--- src/rtl/wb_port_arbiter_if.sv ---
// Bundle of the register-file write-port arbiter signals: the pipeline S3
// writeback, the MCU valid/ready channel, the stall controls and the registered write port.
interface wb_port_arbiter_if #(
    parameter int unsigned CNT_W = 16
);
    logic [31:0]      s3_wdata;
    logic [4:0]       s3_wsel;
    logic             s3_wen;
    logic             mc_valid;
    logic [31:0]      mc_wdata;
    logic [4:0]       mc_wsel;
    logic             mc_ready;
    logic             stall_pipe;
    logic [31:0]      rf_wdata;
    logic [4:0]       rf_wsel;
    logic             rf_wen;
    logic [CNT_W-1:0] stall_count;

    modport master (
        output s3_wdata, s3_wsel, s3_wen, mc_valid, mc_wdata, mc_wsel,
        input  mc_ready, stall_pipe, rf_wdata, rf_wsel, rf_wen, stall_count
    );

    modport slave (
        input  s3_wdata, s3_wsel, s3_wen, mc_valid, mc_wdata, mc_wsel,
        output mc_ready, stall_pipe, rf_wdata, rf_wsel, rf_wen, stall_count
    );
endinterface

--- src/rtl/wb_port_arbiter.sv ---
// Arbitrates the single register-file write port between the pipeline writeback
// (priority) and the multi-cycle unit, forcing a one-cycle stall for a starved MCU.
module wb_port_arbiter #(
    parameter int unsigned MAX_WAIT = 4,
    parameter int unsigned CNT_W    = 16
) (
    input logic              clk,
    input logic              rst,
    wb_port_arbiter_if.slave bus
);
    typedef enum logic [1:0] {StIdle, StWait, StStall} state_e;

    localparam logic [3:0] MaxWait = 4'(MAX_WAIT);

    state_e           state_q, state_d;
    logic [3:0]       wait_cnt_q, wait_cnt_d;
    logic [31:0]      rf_wdata_q;
    logic [4:0]       rf_wsel_q;
    logic             rf_wen_q;
    logic [CNT_W-1:0] stall_count_q;
    logic             p_req;
    logic             mc_ready;
    logic             stall_pipe;
    logic             grant_mc;

    assign p_req    = bus.s3_wen & (bus.s3_wsel != 5'd0);
    assign grant_mc = bus.mc_valid & mc_ready;

    always_comb begin
        state_d    = state_q;
        wait_cnt_d = wait_cnt_q;
        mc_ready   = 1'b0;
        stall_pipe = 1'b0;
        if (!rst) begin
            unique case (state_q)
                StIdle: begin
                    mc_ready = bus.mc_valid & ~p_req;
                    if (bus.mc_valid && p_req) begin
                        wait_cnt_d = 4'd1;
                        state_d    = (MaxWait == 4'd1) ? StStall : StWait;
                    end
                end
                StWait: begin
                    mc_ready = bus.mc_valid & ~p_req;
                    if (!bus.mc_valid || !p_req) begin
                        // Granted, or the request was withdrawn.
                        state_d    = StIdle;
                        wait_cnt_d = 4'd0;
                    end else begin
                        wait_cnt_d = wait_cnt_q + 4'd1;
                        if (wait_cnt_q + 4'd1 == MaxWait) state_d = StStall;
                    end
                end
                StStall: begin
                    stall_pipe = 1'b1;
                    mc_ready   = bus.mc_valid;
                    state_d    = StIdle;
                    wait_cnt_d = 4'd0;
                end
                default: begin
                    state_d    = StIdle;
                    wait_cnt_d = 4'd0;
                end
            endcase
        end
    end

    always_ff @(posedge clk) begin
        if (rst) begin
            state_q       <= StIdle;
            wait_cnt_q    <= 4'd0;
            rf_wdata_q    <= 32'd0;
            rf_wsel_q     <= 5'd0;
            rf_wen_q      <= 1'b0;
            stall_count_q <= '0;
        end else begin
            state_q    <= state_d;
            wait_cnt_q <= wait_cnt_d;
            if (state_q == StStall && stall_count_q != '1) begin
                stall_count_q <= stall_count_q + CNT_W'(1);
            end
            // S3 is frozen during a stall and re-presents its write next cycle.
            if (grant_mc) begin
                rf_wdata_q <= bus.mc_wdata;
                rf_wsel_q  <= bus.mc_wsel;
                rf_wen_q   <= (bus.mc_wsel != 5'd0);
            end else if (p_req && state_q != StStall) begin
                rf_wdata_q <= bus.s3_wdata;
                rf_wsel_q  <= bus.s3_wsel;
                rf_wen_q   <= 1'b1;
            end else begin
                rf_wen_q <= 1'b0;
            end
        end
    end

    assign bus.mc_ready    = mc_ready;
    assign bus.stall_pipe  = stall_pipe;
    assign bus.rf_wdata    = rf_wdata_q;
    assign bus.rf_wsel     = rf_wsel_q;
    assign bus.rf_wen      = rf_wen_q;
    assign bus.stall_count = stall_count_q;
endmodule

--- src/flat_wrapper.sv ---
// flat-port wrapper written by rule: the top's interface ports become plain ports
module wb_port_arbiter_flat 
#(
    parameter int unsigned MAX_WAIT = 4,
    parameter int unsigned CNT_W    = 16
)
  (clk, rst, bus_s3_wdata, bus_s3_wsel, bus_s3_wen, bus_mc_valid, bus_mc_wdata, bus_mc_wsel, bus_mc_ready, bus_stall_pipe, bus_rf_wdata, bus_rf_wsel, bus_rf_wen, bus_stall_count);
  wb_port_arbiter_if #(.CNT_W(CNT_W)) bus_i ();
  input logic clk;
  input logic rst;
  input wire logic [$bits(bus_i.s3_wdata)-1:0] bus_s3_wdata;
  input wire logic [$bits(bus_i.s3_wsel)-1:0] bus_s3_wsel;
  input wire logic [$bits(bus_i.s3_wen)-1:0] bus_s3_wen;
  input wire logic [$bits(bus_i.mc_valid)-1:0] bus_mc_valid;
  input wire logic [$bits(bus_i.mc_wdata)-1:0] bus_mc_wdata;
  input wire logic [$bits(bus_i.mc_wsel)-1:0] bus_mc_wsel;
  output wire logic [$bits(bus_i.mc_ready)-1:0] bus_mc_ready;
  output wire logic [$bits(bus_i.stall_pipe)-1:0] bus_stall_pipe;
  output wire logic [$bits(bus_i.rf_wdata)-1:0] bus_rf_wdata;
  output wire logic [$bits(bus_i.rf_wsel)-1:0] bus_rf_wsel;
  output wire logic [$bits(bus_i.rf_wen)-1:0] bus_rf_wen;
  output wire logic [$bits(bus_i.stall_count)-1:0] bus_stall_count;
  assign bus_i.s3_wdata = bus_s3_wdata;
  assign bus_i.s3_wsel = bus_s3_wsel;
  assign bus_i.s3_wen = bus_s3_wen;
  assign bus_i.mc_valid = bus_mc_valid;
  assign bus_i.mc_wdata = bus_mc_wdata;
  assign bus_i.mc_wsel = bus_mc_wsel;
  assign bus_mc_ready = bus_i.mc_ready;
  assign bus_stall_pipe = bus_i.stall_pipe;
  assign bus_rf_wdata = bus_i.rf_wdata;
  assign bus_rf_wsel = bus_i.rf_wsel;
  assign bus_rf_wen = bus_i.rf_wen;
  assign bus_stall_count = bus_i.stall_count;
  wb_port_arbiter #(.MAX_WAIT(MAX_WAIT), .CNT_W(CNT_W)) u_core (.clk(clk), .rst(rst), .bus(bus_i));
endmodule
--- config.mk ---
export PLATFORM = sky130hd
export DESIGN_NAME = wb_port_arbiter_flat
export DESIGN_NICKNAME = d
export VERILOG_FILES = /design/src/rtl/wb_port_arbiter_if.sv /design/src/rtl/wb_port_arbiter.sv /design/src/flat_wrapper.sv
export SDC_FILE = /design/constraint.sdc
export NUM_CORES = 1
export LEC_CHECK = 0
export ABC_AREA = 1
export CELL_PAD_IN_SITES_DETAIL_PLACEMENT = 1
export CELL_PAD_IN_SITES_GLOBAL_PLACEMENT = 1
export CORE_ASPECT_RATIO = 0.5
export CORE_UTILIZATION = 29
export DETAILED_ROUTE_END_ITERATION = 8
export PLACE_DENSITY = 0.85
export SYNTH_ARGS = -nofsm -noshare
export SYNTH_HDL_FRONTEND = slang
export SYNTH_SLANG_ARGS = --single-unit
--- constraint.sdc ---
create_clock -name clk -period 1.79 [get_ports clk]
set_input_delay 0.179 -clock clk [delete_from_list [all_inputs] [get_ports clk]]
set_output_delay 0.179 -clock clk [all_outputs]
set_load 0.1 [all_outputs]
Word-level counts from Yosys, hierarchy flattened
Index checks and enable logic that the tools add are counted.
- register bits after elaboration: 60
- output and inout bits: 56
- word-level logic and storage cells: 48
- add/sub/neg operators: 2
- eq/ne operators: 7
- reduce and logical (&&, ||, !) cells: 12
- multiplexer cells: 17
- bitwise gates (word level): 4
- operators with widths (kind ; number):
    $mux 32 ; 2
    $add 16x1->16 const B ; 1
    $ne 16x16->1 const B ; 1
    $mux 5 ; 2
    $reduce_bool 5->1 ; 2
    $mux 4 ; 2
    $pmux 4 s2 ; 1
    $mux 2 ; 3
    $mux 1 ; 5
    $add 4x1->4 const B ; 1
    $eq 4x3->1 const B ; 1
    $pmux 2 s2 ; 1
    $and 1x1->1 ; 3
    $logic_and 1x1->1 ; 3
    $ne 3x1->1 const B ; 1
    $eq 2x1->1 const B ; 1
    $eq 2x2->1 const B ; 1
    $logic_not 1->1 ; 2
    $logic_not 2->1 ; 1
    $ne 2x1->1 const B ; 1
    $ne 2x2->1 const B ; 1
    $pmux 1 s2 ; 1
    $reduce_and 2->1 ; 1
    $reduce_bool 2->1 ; 1
    3 further kinds ; 3

Longest topological paths before layout
Gate-level depths: netlist (run 1).
- depth after elaboration: 8
- depth in mapped cells: 11
- gate-level depth less buffers: 9

Worst setup path after synthesis (run 1)
OpenSTA, ideal clock, no wires.
- path kind: register to register
- start: reg u_core.stall_count_q[0], in the netlist u_core.bus.stall_count[0]
- end: reg u_core.stall_count_q[10], in the netlist u_core.bus.stall_count[10]
- cell stages (with the launch flop): 11
- arrival time: 2271 ps
- buffers on the path: 1
- setup slack: -550 ps
- library setup time: 69 ps
- cell sequence: dfxtp_1 ha_1 nand2_2 nor2_2 nand2_2 nor2_4 nor2_4 inv_4 buf_6 nand2_1 a21oi_2
- word-level cells in the longest chain between the ends: 2
- elaborated cells between the ends (all ways): 3
- ends and longest elaborated chain (item ; RTL line ; RTL):
    start: declaration ; wb_port_arbiter.sv:20 ; logic [CNT_W-1:0] stall_count_q;
    start signal: assignment ; wb_port_arbiter.sv:80 ; stall_count_q <= stall_count_q + CNT_W'(1);
    parallel branches: the longest is 2 deep, another holds $add 16x1->16 ; - ;
Parallel ways; which one is timed is not known.
A chain may end at the register's enable or synchronous reset.

Final worst setup path (run 1)
- start: reg u_core.state_q[0]
- end: out bus_mc_ready
- word-level cells in the longest chain between the ends: 4
- elaborated cells between the ends (all ways): 6
- ends and longest elaborated chain (item ; RTL line ; RTL):
    start: declaration ; wb_port_arbiter.sv:15 ; state_e state_q, state_d;
    start signal: assignment ; wb_port_arbiter.sv:70 ; state_q <= StIdle;
    start signal: assignment ; wb_port_arbiter.sv:77 ; state_q <= state_d;
    $eq 2x1->1 or $logic_not 2->1 (tied branches) ; wb_port_arbiter.sv:35 ; unique case (state_q)
    $reduce_or 2->1 (no line) ; - ;
    $pmux 1 s2 * ; wb_port_arbiter.sv:35 ;
    $mux 1 * ; wb_port_arbiter.sv:34 ; if (!rst) begin
    end: declaration ; flat_wrapper.sv:17 ; output wire logic [$bits(bus_i.mc_ready)-1:0] bus_mc_ready;
Every way passes the cells marked *; elsewhere a longest branch is shown, timed or not.

==> results of run 1 <==
-- report_power, final --
group	internal (W)	switching [W]	total (W)
Sequential	0.00140	0.0000361	0.00143
Combinational	0.000343	0.000710	0.00105
Clock	0.00133	0.000627	0.00196
Total	0.00307	0.00137	0.00445
-- synth_stat cells (2+ instances only) --
| cell | number | area, um2 |
|---|---|---|
| a21oi_1 | 14 | 70.1 |
| a21oi_2 | 5 | 43.8 |
| buf_1 | 2 | 7.51 |
| buf_2 | 10 | 50.1 |
| buf_4 | 7 | 52.6 |
| buf_6 | 3 | 33.8 |
| clkbuf_1 | 5 | 18.8 |
| dfxtp_1 | 60 | 1200 |
| ha_1 | 3 | 37.5 |
| inv_1 | 57 | 214 |
| inv_2 | 3 | 11.3 |
| nand2_1 | 146 | 548 |
| nand2_2 | 4 | 25.0 |
| nand3_1 | 116 | 581 |
| nand3b_1 | 12 | 90.1 |
| nand4_1 | 5 | 31.3 |
| nor2_1 | 31 | 116 |
| nor2_4 | 2 | 22.5 |
| nor3_1 | 2 | 10.0 |
| o21ai_0 | 3 | 15.0 |
| xnor2_1 | 4 | 35.0 |
| xor2_1 | 5 | 43.8 |
-- what timing repair did --
item | CTS | global route
gates resized for setup | 2 | 2
endpoints found under the setup margin | 1 | 2
endpoints found under the hold margin | 0 | 0
buffers inserted | 0 | 1
pin swaps | 0 | 1
-- per-stage QoR --
step | setup slack (ns) | setup TNS, ns | power (W) | hold slack, ns
floorplan | 0.0413 | 0 | 0.00214 | 0.365
global placement | -0.0260 | -0.109 | 0.00249 | 0.480
detailed placement | -0.118 | -2.04 | 0.00251 | 0.491
CTS | 0.0260 | 0 | 0.00450 | 0.486
global route | 0.0223 | 0 | 0.00462 | 0.517
finish | 0.130 | 0 | 0.00445 | 0.492
-- metal layers --
| metal | vias to the layer above | share of wire | global-route usage |
|---|---|---|---|
| li1 | 1875 | - | - |
| met1 | 1855 | 0.43 | 0.231 |
| met2 | 56 | 0.53 | 0.386 |
| met3 | 13 | 0.029 | 0.0480 |
| met4 | 0 | 0.014 | 0.0586 |
| met5 | - | 0 | 0 |
-- final timing paths --
path	start	end	slack, ns	cells after the start
max	u_core.state_q[0]	bus_mc_ready	0.13	5
min reg2reg	u_core.bus.stall_count[15]	u_core.bus.stall_count[15]	0.49	2
max reg2reg	u_core.state_q[0]	u_core.bus.rf_wdata[5]	0.22	8
min	u_core.bus.stall_count[15]	u_core.bus.stall_count[15]	0.49	2
-- cells in the final DEF (no fill, tap or decap) --
cell type / instances
clkinvlp_4: 1
o211ai_1: 1
nor2_4: 2
nor2_2: 2
nand3_1: 116
nand3b_1: 12
clkinv_2: 1
nor3_1: 2
xnor2_1: 4
o21ai_0: 3
nand2_2: 2
nand3_4: 1
dfxtp_2: 15
inv_2: 3
inv_1: 57
nand4_1: 5
clkbuf_8: 1
a21oi_1: 14
buf_4: 71
dfxtp_1: 43
a21oi_4: 1
inv_4: 1
clkdlybuf4s50_1: 77
nor2_1: 30
a21oi_2: 4
nand2_4: 2
clkbuf_1: 1
buf_12: 5
dfxtp_4: 2
ha_1: 3
xor2_1: 5
clkbuf_16: 10
nand2_1: 146
bufinv_16: 2
-- kinds of logic (layout without fill, tap and decap cells) --
logic type	Yosys count	count (layout)	share of synthesized area
adder cells (fa/ha/maj)	3	3	0.0114
AND/OR/NAND/NOR	320	320	0.437
buffers and inverters	89	230	0.121
XOR/XNOR	9	9	0.0239
flip-flops	60	60	0.365
AO/OA/AOI/OAI	23	23	0.0414
-- final cells by class --
type | instances | share of cell area
clock inverter | 3 | 0.0132
multi-input combinational | 355 | 0.337
tap | 145 | 0.0355
inverter | 62 | 0.0463
timing repair buffer | 153 | 0.275
clock buffer | 12 | 0.0525
sequential | 60 | 0.240
-- critical path, stage by stage, from the launching register on --
cell,delay [ns]
dfxtp_1,0.32
buf_4,0.15
a21oi_4,0.24
nand2_4,0.13
inv_1,0.11
buf_12,0.18
-- sequential cells by signal, indices dropped and copies added (netlist names) --
| signal | cells |
|---|---|
| u_core.bus.rf_wsel | 5 |
| u_core.bus.rf_wen | 1 |
| u_core.wait_cnt_q | 4 |
| u_core.state_q | 2 |
| u_core.bus.rf_wdata | 32 |
| u_core.bus.stall_count | 16 |
==> flow_metrics.env, run 1 <==
export IMPL_status="finished, final reports clean"
export IMPL_grt_pass1_wl_um=19100
export IMPL_start_util=0.299
export IMPL_clock_sinks=60
export IMPL_cts_buffers=9
export IMPL_grt_max_degree=43
export IMPL_cts_buffer_depth=2
export IMPL_slew_headroom=0.662
export IMPL_ios=134
export IMPL_tightest_slew_ns=0.506
export IMPL_path_clk_slew_ns=0.05
export IMPL_antenna_found_initial=0
export IMPL_die_area_um2=11800
export IMPL_dr_pass1_iters=6
export IMPL_path_class="flop to output port"
export IMPL_regArea_um2=1230
export IMPL_final_cell_area_um2=5100
export IMPL_pwr_density_cell_nw_per_um2=871
export IMPL_dp_hpwl_um=8410
export IMPL_peakVddDrop_mv=0.361
export IMPL_totalWireLength_um=11700
export IMPL_cp_required_ns=1.61
export IMPL_synth_area_um2=3290
export IMPL_io_buffer_count=133
export IMPL_path_max_fanout=9
export IMPL_async_flop_share=0
export IMPL_ant_nets=0
export IMPL_drc=0
export IMPL_place_area_um2=4730
export IMPL_syn_to_final_growth_pct=55.0
export IMPL_synth_nets=585
export IMPL_post_route_util=0.464
export IMPL_yosysWarnings=0
export IMPL_fin_nets=722
export IMPL_die_w_um=153
export IMPL_final_cells=790
export IMPL_fp_row_count=27
export IMPL_finalHoldViolCount=0
export IMPL_fmax_ghz=0.603
export IMPL_synth_yosys_seq_area_share=0.365
export IMPL_netlist_instances=504
export IMPL_setup_viol=0
export IMPL_cts_hold_buf=0
export IMPL_track_usage=0.205
export IMPL_crit_arrival_ns=1.48
export IMPL_die_h_um=77.4
export IMPL_hold_path_class="flop to flop"
export IMPL_core_area_um2=11000
export IMPL_cts_tree="yes"
export IMPL_first_global_vias=3826
export IMPL_skew_ns=0.00417
export IMPL_viasPerCell=4.81
export IMPL_grt_setup_unrepaired="false"
export IMPL_ys_types=27
export IMPL_end_kind="output port"
export IMPL_antenna_cells=0
export IMPL_vias=3799
export IMPL_ys_dominant_reg_cell="dfxtp_1"
export IMPL_final_max_slew_viol_count=0
export IMPL_globalRouteOverflowTotal=0
export IMPL_clk_latency_ns=0.34
export IMPL_layout_drive_gt1_share=0.195
export IMPL_fillers=1403
export IMPL_dpl_cell_count=774
export IMPL_synth_edf_count=0
export IMPL_h_tree_depth=3
export IMPL_start_kind="flop"
export IMPL_cts_root_buf="clkbuf_16"
export IMPL_wl_per_cell_um=14.8
export IMPL_p_leak_nw=2.42
export IMPL_ys_ff_latch=60
export IMPL_place_congestion=0.760
export IMPL_syn_avg_cell_area_um2=6.53
export IMPL_drtIter0Drc=117
export IMPL_cap_violations=0
export IMPL_multiInputGateArea_um2=1720
export IMPL_period_minus_slack_ns=1.66
export IMPL_final_period_utilization=0.927
Power figures use the tool's default switching activity.
==> run 2: changes to the inputs <==
--- a/config.mk
+++ b/config.mk
@@ -10,6 +10,7 @@
 export CELL_PAD_IN_SITES_GLOBAL_PLACEMENT = 1
 export CORE_ASPECT_RATIO = 0.5
 export CORE_UTILIZATION = 29
+export CTS_CLUSTER_SIZE = 12
 export DETAILED_ROUTE_END_ITERATION = 8
 export PLACE_DENSITY = 0.85
 export SYNTH_ARGS = -nofsm -noshare
==> results of run 2 <==
No change in the layout: final DEF, timing and power equal those of run 1.
